### src/rtl/mult_share_ctrl.sv
// mult_share_ctrl: round-robin sharing of one combinational multiplier among NUM_REQ requesters
module multiplier #(
  parameter int W = 4
) (
  input  logic [W-1:0]   a,
  input  logic [W-1:0]   b,
  output logic [2*W-1:0] p
);
  assign p = (2*W)'(a) * (2*W)'(b);
endmodule

module mult_share_ctrl #(
  parameter int DATA_WIDTH = 4,
  parameter int NUM_REQ    = 4,
  parameter int ID_WIDTH   = 2
) (
  input  logic                          clk,
  input  logic                          rst,
  input  logic [NUM_REQ-1:0]            req_valid,
  output logic [NUM_REQ-1:0]            req_ready,
  input  logic [NUM_REQ*DATA_WIDTH-1:0] req_a,
  input  logic [NUM_REQ*DATA_WIDTH-1:0] req_b,
  output logic                          resp_valid,
  input  logic                          resp_ready,
  output logic [ID_WIDTH-1:0]           resp_id,
  output logic [2*DATA_WIDTH-1:0]       resp_product
);
  typedef enum logic [1:0] {IDLE, MUL, DONE} state_t;
  state_t state, state_nxt;
  logic [DATA_WIDTH-1:0] op_a, op_b;
  logic [ID_WIDTH-1:0] id_reg, rr_ptr, gnt, idx;
  logic found;
  logic [2*DATA_WIDTH-1:0] prod;
  multiplier #(.W(DATA_WIDTH)) u_mul (.a(op_a), .b(op_b), .p(prod));
  always_comb begin
    found = 1'b0;
    gnt = '0;
    idx = '0;
    for (int k = 0; k < NUM_REQ; k++) begin
      idx = ID_WIDTH'((int'(rr_ptr) + k) % NUM_REQ);
      if (!found && req_valid[idx]) begin
        found = 1'b1;
        gnt = idx;
      end
    end
  end
  assign req_ready = (state == IDLE && found && !rst) ? NUM_REQ'(1) << gnt : '0;
  assign resp_valid = state == DONE;
  always_comb begin
    state_nxt = state == IDLE ? (found ? MUL : IDLE) :
                state == MUL  ? DONE :
                (resp_ready ? IDLE : DONE);
  end
  always_ff @(posedge clk) begin
    if (rst) begin
      state <= IDLE;
      rr_ptr <= '0;
      op_a <= '0;
      op_b <= '0;
      id_reg <= '0;
      resp_product <= '0;
      resp_id <= '0;
    end else begin
      state <= state_nxt;
      if (state == IDLE && found) begin
        op_a <= req_a[gnt*DATA_WIDTH +: DATA_WIDTH];
        op_b <= req_b[gnt*DATA_WIDTH +: DATA_WIDTH];
        id_reg <= gnt;
        rr_ptr <= gnt == ID_WIDTH'(NUM_REQ-1) ? '0 : gnt + 1'b1;
      end
      if (state == MUL) begin
        resp_product <= prod;
        resp_id <= id_reg;
      end
    end
  end
endmodule

### config.mk
export PLATFORM = sky130hd
export DESIGN_NAME = mult_share_ctrl
export DESIGN_NICKNAME = d
export VERILOG_FILES = /design/src/rtl/mult_share_ctrl.sv
export SDC_FILE = /design/constraint.sdc
export NUM_CORES = 1
export LEC_CHECK = 0
export ABC_AREA = 1
export CAP_MARGIN = 5
export CORE_MARGIN = 2
export CORE_UTILIZATION = 45
export DETAILED_ROUTE_END_ITERATION = 10
export DONT_BUFFER_PORTS = 1
export GPL_ROUTABILITY_DRIVEN = 0
export HOLD_SLACK_MARGIN = 0.1
export PLACE_DENSITY = 0.67
export SETUP_SLACK_MARGIN = 0.3
export SKIP_LAST_GASP = 1
export SLEW_MARGIN = 40
export SYNTH_ARGS = -nofsm -noshare
export SYNTH_HDL_FRONTEND = slang
export SYNTH_SLANG_ARGS = --single-unit
### constraint.sdc
create_clock -name clk -period 3.1 [get_ports clk]
set_clock_uncertainty 0.05 [all_clocks]
set_input_delay 0.155 -clock clk [delete_from_list [all_inputs] [get_ports clk]]
set_output_delay 0.155 -clock clk [all_outputs]
set_load 0.02 [all_outputs]
Yosys cells after proc, flatten, opt, wreduce, memory -nomap -nowiden. Cells that the tools add are included. W data, S select, Z words.

Mux-type cells: 22. Equal/unequal tests: 3. $lt $le $gt $ge: 4. Reductions and logical operators: 10. Multiply operators: 1. Add/subtract/negate cells: 4. Shift operators: 3.

Operator list (number): $shiftx A16 B5 Y4 (2); $mux W2 (8); $lt A2 B3 Y1 const B (4); $mux W1 (9); $bmux W1 S2 (4); $mul A4 B4 Y8 (1); $logic_and A1 B1 Y1 (5); $add A2 B1 Y2 const B (2); $add A2 B2 Y2 const B (2); $eq A2 B2 Y1 const B (2); $logic_not A1 Y1 (4); $mux W4 (1); $shl A1 B2 Y4 const A (1); $eq A2 B1 Y1 const B (1); $logic_not A2 Y1 (1).

Bits in registers: 24. Bits of input ports: 39. Output and inout bits: 15.

Depth between registers and ports, before layout.
Word-level depth: 15. Mapped depth: 15.

Cells and area by module. Synthesis repeated with hierarchy kept, for this count alone.

Cell total of the unflattened synthesis: 320. Area total of the unflattened synthesis: 2090.8 um^2.

By module, submodules not included: mult_share_ctrl (cells each 250, instances 1, area each 1622.8 um^2); multiplier (cells each 70, instances 1, area each 467.9 um^2).

Worst setup path after synthesis. Ideal clock, no wire load.

Path kind: reg-to-reg. From: register op_a[0]. To: register resp_product[7]. Slack: 428 ps. Arrival: 2507 ps. Cell stages (with the launch flop): 13. Setup time: 115 ps. Data required time: 2935 ps. Cell sequence: dfxtp_1 > nand2_1 > fa_1 > inv_1 > fa_1 > ha_1 > a21oi_1 > nand2_1 > a21o_1 > a21oi_1 > xnor2_1 > o21ai_0 > inv_1.

Cells in the longest elaborated chain, start to end: 1.

RTL lines: start, declared (line 30) `logic [DATA_WIDTH-1:0] op_a, op_b;`; start signal, assigned (line 66) `op_a <= req_a[gnt*DATA_WIDTH +: DATA_WIDTH];`; $mul A4 B4 Y8 (line 9) `assign p = (2*W)'(a) * (2*W)'(b);`; end signal, assigned (line 72) `resp_product <= prod;`; end, declared (line 26) `output logic [2*DATA_WIDTH-1:0] resp_product`.

No other way between the ends. A chain may end at the register's enable or synchronous reset.

Worst setup path after layout.
From: register op_b[3]. To: register resp_product[7].

Cells in the longest elaborated chain, start to end: 1.

RTL lines: start, declared (line 30); start signal, assigned (line 67) `op_b <= req_b[gnt*DATA_WIDTH +: DATA_WIDTH];`; $mul A4 B4 Y8 (line 9).

No other way between the ends.

==> run_summary.xml <==
<?xml version="1.0" encoding="UTF-8"?>
<metrics>
  <group name="sta">
    <metric name="period_needed" unit="ns">2.71</metric>
    <metric name="final_cycle_utilization_of_the_critical_path" unit="%">87.3</metric>
    <metric name="final.setup.tns" unit="ns">0</metric>
    <metric name="maxSlewViolCount" unit="">0</metric>
    <metric name="worst_slew_margin_rel" unit="%">66.1</metric>
    <metric name="grt_setup_unrepaired" unit="">true</metric>
    <metric name="final-hold-violation-count" unit="">0</metric>
    <metric name="timing.fmax" unit="MHz">369</metric>
    <metric name="tightestPinTransition" unit="ns">0.507</metric>
    <metric name="setup-violations-final" unit="">0</metric>
  </group>
  <group name="global_routing">
    <metric name="grt_overflow" unit="">0</metric>
    <metric name="antenna_violations_before_repair" unit="">0</metric>
    <metric name="grt_max_degree" unit="">23</metric>
    <metric name="grt_pass1_vias" unit="">1751</metric>
    <metric name="groute.usage.overall" unit="%">17.5</metric>
    <metric name="grt_first_pass_wirelength" unit="um">7410</metric>
  </group>
  <group name="placement">
    <metric name="dp_hpwl" unit="um">3190</metric>
    <metric name="buffer_ports.inserted" unit="">0</metric>
    <metric name="number_of_placed_instances_with_taps_included" unit="">370</metric>
  </group>
  <group name="logic_synthesis">
    <metric name="netlist_instances" unit="">327</metric>
    <metric name="ys_seq_elements" unit="">24</metric>
    <metric name="number_of_enable_type_register_cells_in_the_synthesized_netlist" unit="">0</metric>
    <metric name="most_common_cell_in_the_netlist" unit="">sky130_fd_sc_hd__nand2_1</metric>
    <metric name="post_synth_instance_area" unit="mm2">0.00205</metric>
    <metric name="synthDominantAreaCellType" unit="">sky130_fd_sc_hd__dfxtp_1</metric>
    <metric name="post_synth.cell_area_avg" unit="um2">6.27</metric>
    <metric name="synth_area_leaders" unit="">sky130_fd_sc_hd__dfxtp_1 (23%), sky130_fd_sc_hd__nand2_1 (15%), sky130_fd_sc_hd__inv_1 (12%)</metric>
    <metric name="synth_async_sr_flop_share" unit="%">0</metric>
    <metric name="post_synth_cell_types" unit="">28</metric>
    <metric name="post-synth-top-area-fraction" unit="%">23.4</metric>
    <metric name="synth.yosys.seq_area_share" unit="%">23.4</metric>
    <metric name="synth-warning-count" unit="">0</metric>
    <metric name="synth-main-ff-cell" unit="">sky130_fd_sc_hd__dfxtp_1</metric>
    <metric name="syn_nets" unit="">386</metric>
    <metric name="synthTopCellsByCount" unit="">sky130_fd_sc_hd__nand2_1 (80), sky130_fd_sc_hd__inv_1 (63), sky130_fd_sc_hd__nand3_1 (36), sky130_fd_sc_hd__nor2_1 (36), sky130_fd_sc_hd__dfxtp_1 (24)</metric>
  </group>
  <group name="run_status">
    <metric name="outcome" unit="">complete, no violations</metric>
  </group>
  <group name="pwr">
    <metric name="power_density" unit="mW/mm2">967</metric>
    <metric name="report.power.total" unit="mW">2.12</metric>
    <metric name="cellLeakagePower" unit="nW">1.28</metric>
    <metric name="power_report.internal_total" unit="mW">1.03</metric>
    <metric name="worst_ir_drop_vdd" unit="V">0.000357</metric>
    <metric name="p_comb_share" unit="%">60.0</metric>
    <metric name="power_share_of_the_clock_group" unit="%">12.9</metric>
    <metric name="proportion_of_total_power_due_to_net_switching" unit="%">51.2</metric>
    <metric name="power.net_switching" unit="mW">1.09</metric>
    <metric name="power_frac_seq" unit="%">27.1</metric>
  </group>
  <group name="die">
    <metric name="die_width" unit="um">71.5</metric>
    <metric name="rows" unit="">24</metric>
    <metric name="dieHeight" unit="um">71.5</metric>
    <metric name="design.portCount" unit="">54</metric>
    <metric name="die_area" unit="mm2">0.00511</metric>
    <metric name="fp.coreArea" unit="mm2">0.00438</metric>
    <metric name="effective_utilization_at_floorplan" unit="%">46.8</metric>
  </group>
  <group name="clocking">
    <metric name="cts_inserted_buffers" unit="">3</metric>
    <metric name="clock_insertion_delay_worst_skew" unit="ns">0.27</metric>
    <metric name="clock_tree.buffer_depth" unit="">2</metric>
    <metric name="clkSinkCount" unit="">24</metric>
    <metric name="cts-htree-levels" unit="">1</metric>
    <metric name="worst_setup_hold_path_clk_slew" unit="ns">0.09</metric>
    <metric name="ctsRootBufferMaster" unit="">sky130_fd_sc_hd__clkbuf_8</metric>
    <metric name="tritoncts" unit="">yes</metric>
  </group>
  <group name="critical_path">
    <metric name="crit_path_end_kind" unit="">register</metric>
    <metric name="cp-start-kind" unit="">register</metric>
    <metric name="crit_path_required_time" unit="ns">3.22</metric>
    <metric name="worstPathArrival" unit="ns">2.83</metric>
    <metric name="path_class" unit="">register to register</metric>
    <metric name="crit_fanout" unit="">5</metric>
  </group>
  <group name="detailed_routing">
    <metric name="num_vias" unit="">1873</metric>
    <metric name="wl_per_cell" unit="um">11.1</metric>
    <metric name="drtPass1Iterations" unit="">5</metric>
    <metric name="wirelength_met1" unit="um">1970</metric>
    <metric name="initialDrtViolationCount" unit="">109</metric>
    <metric name="met2RoutedLength" unit="um">1950</metric>
    <metric name="post-route-drc-count" unit="">0</metric>
    <metric name="highest_layer" unit="">met4</metric>
    <metric name="route.final.wire_length" unit="um">4180</metric>
    <metric name="avgViaCountPerCell" unit="">4.97</metric>
    <metric name="drtAntennaViolNets" unit="">0</metric>
    <metric name="detailroute.wirelength.met3" unit="um">231</metric>
  </group>
  <group name="final_layout">
    <metric name="regArea" unit="um2">490</metric>
    <metric name="max_flop_register" unit="">resp_product</metric>
    <metric name="post_route_cells_drive_above_1_share" unit="%">9.85</metric>
    <metric name="reg.largest.list" unit="">resp_product: 8 flops, op_a: 4 flops, op_b: 4 flops</metric>
    <metric name="layout.filler_cells" unit="">446</metric>
    <metric name="multi_input_combinational_cell_area" unit="mm2">0.00127</metric>
    <metric name="fin_cells" unit="">377</metric>
    <metric name="antennaDiodeCount" unit="">0</metric>
    <metric name="finalNetCount" unit="">385</metric>
    <metric name="largest_reg_flops" unit="">8</metric>
    <metric name="layout-area-overhead-vs-synth" unit="%">6.89</metric>
  </group>
  <group name="worst_hold_path">
    <metric name="class_of_the_worst_hold_path" unit="">input pin to register</metric>
  </group>
  <group name="run">
    <metric name="cap_viol_max_count" unit="">0</metric>
  </group>
</metrics>
stage by stage:
| stage | hold slack (ns) | cell area [um2] | worst slack [ns] | util (%) |
|---|---|---|---|---|
| after detailed placement | 0.179 | 2050 | 0.261 | 46.8 |
| final | 0.105 | 2190 | 0.394 | 50.0 |
| after global routing | 0.148 | 2190 | 0.230 | 50.0 |
| after floorplan | 0.208 | 2050 | 0.428 | - |
| after global placement | 0.177 | 2050 | 0.338 | 46.8 |
| after CTS | 0.105 | 2160 | 0.301 | 49.3 |
layer usage:
metal,up-vias,GRT usage [%]
li1,998,-
met1,825,22.9
met2,48,30.3
met3,2,3.23
met4,0,3.14
met5,-,0
area by class of cell:
class / instances / share of cell area [%]
multi-input combinational: 225 / 57.9
timing repair buffer: 5 / 2.05
clock buffer: 3 / 1.88
sequential: 24 / 22.4
tap: 52 / 2.97
inverter: 67 / 11.5
clock inverter: 1 / 1.37
critical path, stage by stage (launching register included):
cell and delay (ns):
sky130_fd_sc_hd__dfxtp_2 0.37, sky130_fd_sc_hd__nand2_1 0.08, sky130_fd_sc_hd__fa_1 0.53, sky130_fd_sc_hd__inv_1 0.05
sky130_fd_sc_hd__fa_1 0.49, sky130_fd_sc_hd__ha_1 0.30, sky130_fd_sc_hd__nand3_1 0.07, sky130_fd_sc_hd__nand2_1 0.08
sky130_fd_sc_hd__a21o_1 0.18, sky130_fd_sc_hd__a21oi_2 0.13, sky130_fd_sc_hd__xnor2_1 0.08, sky130_fd_sc_hd__o21ai_0 0.14
sky130_fd_sc_hd__inv_1 0.05
power by group through the flow:
stage / sequential [mW] / combinational [mW] / clock [mW]
after floorplan: 0.540 / 1.12 / 0
after global placement: 0.573 / 1.23 / 0
after detailed placement: 0.576 / 1.25 / 0
after CTS: 0.575 / 1.27 / 0.279
after global routing: 0.592 / 1.51 / 0.285
final: 0.575 / 1.27 / 0.273
layout by cell type (no fill, tap or decap), types with 2 or more instances in the layout:
| cell | count |
|---|---|
| sky130_fd_sc_hd__xnor2_1 | 2 |
| sky130_fd_sc_hd__o21ai_1 | 4 |
| sky130_fd_sc_hd__clkbuf_8 | 3 |
| sky130_fd_sc_hd__nand2_4 | 2 |
| sky130_fd_sc_hd__nand3_2 | 2 |
| sky130_fd_sc_hd__nor2_1 | 34 |
| sky130_fd_sc_hd__inv_2 | 4 |
| sky130_fd_sc_hd__nand3_1 | 36 |
| sky130_fd_sc_hd__nand2_1 | 80 |
| sky130_fd_sc_hd__nand2_2 | 4 |
| sky130_fd_sc_hd__dfxtp_2 | 5 |
| sky130_fd_sc_hd__ha_1 | 15 |
| sky130_fd_sc_hd__o21ai_0 | 9 |
| sky130_fd_sc_hd__buf_4 | 2 |
| sky130_fd_sc_hd__a21oi_1 | 11 |
| sky130_fd_sc_hd__fa_1 | 3 |
| sky130_fd_sc_hd__nor2_2 | 3 |
| sky130_fd_sc_hd__inv_1 | 63 |
| sky130_fd_sc_hd__xor2_1 | 2 |
| sky130_fd_sc_hd__dlygate4sd3_1 | 3 |
| sky130_fd_sc_hd__nand3b_1 | 8 |
| sky130_fd_sc_hd__dfxtp_1 | 18 |
cell families after synthesis:
kind of cell	after synthesis	synth area share (%)
compound gates	29	7.38
flops	24	23.4
simple gates	172	37.8
xor+xnor	4	1.71
fa+ha+maj	20	13.7
buf+inv	78	16.0
final timing paths:
path / slack, ns / depth (start not counted) / endpoint / start
hold / removal: 0.10 / 4 / op_b[1]$_SDFFE_PP0P_ / req_b[5]
setup reg to reg: 0.39 / 12 / resp_product[7]$_SDFFE_PP0P_ / op_b[3]$_SDFFE_PP0P_
hold reg to reg: 0.43 / 1 / state[1]$_SDFF_PP0_ / state[1]$_SDFF_PP0_
setup / recovery: 0.39 / 12 / resp_product[7]$_SDFFE_PP0P_ / op_b[3]$_SDFFE_PP0P_
timing repair:
item | in CTS | in global routing
endpoints found under the setup margin | 5 | 6
hold endpoints to repair | 13 | 0
gates resized for setup | 6 | 8
gates cloned | 0 | 0
buffers inserted | 0 | 0
hold buffers | 3 | 0
(Power assumes the default switching activity.)
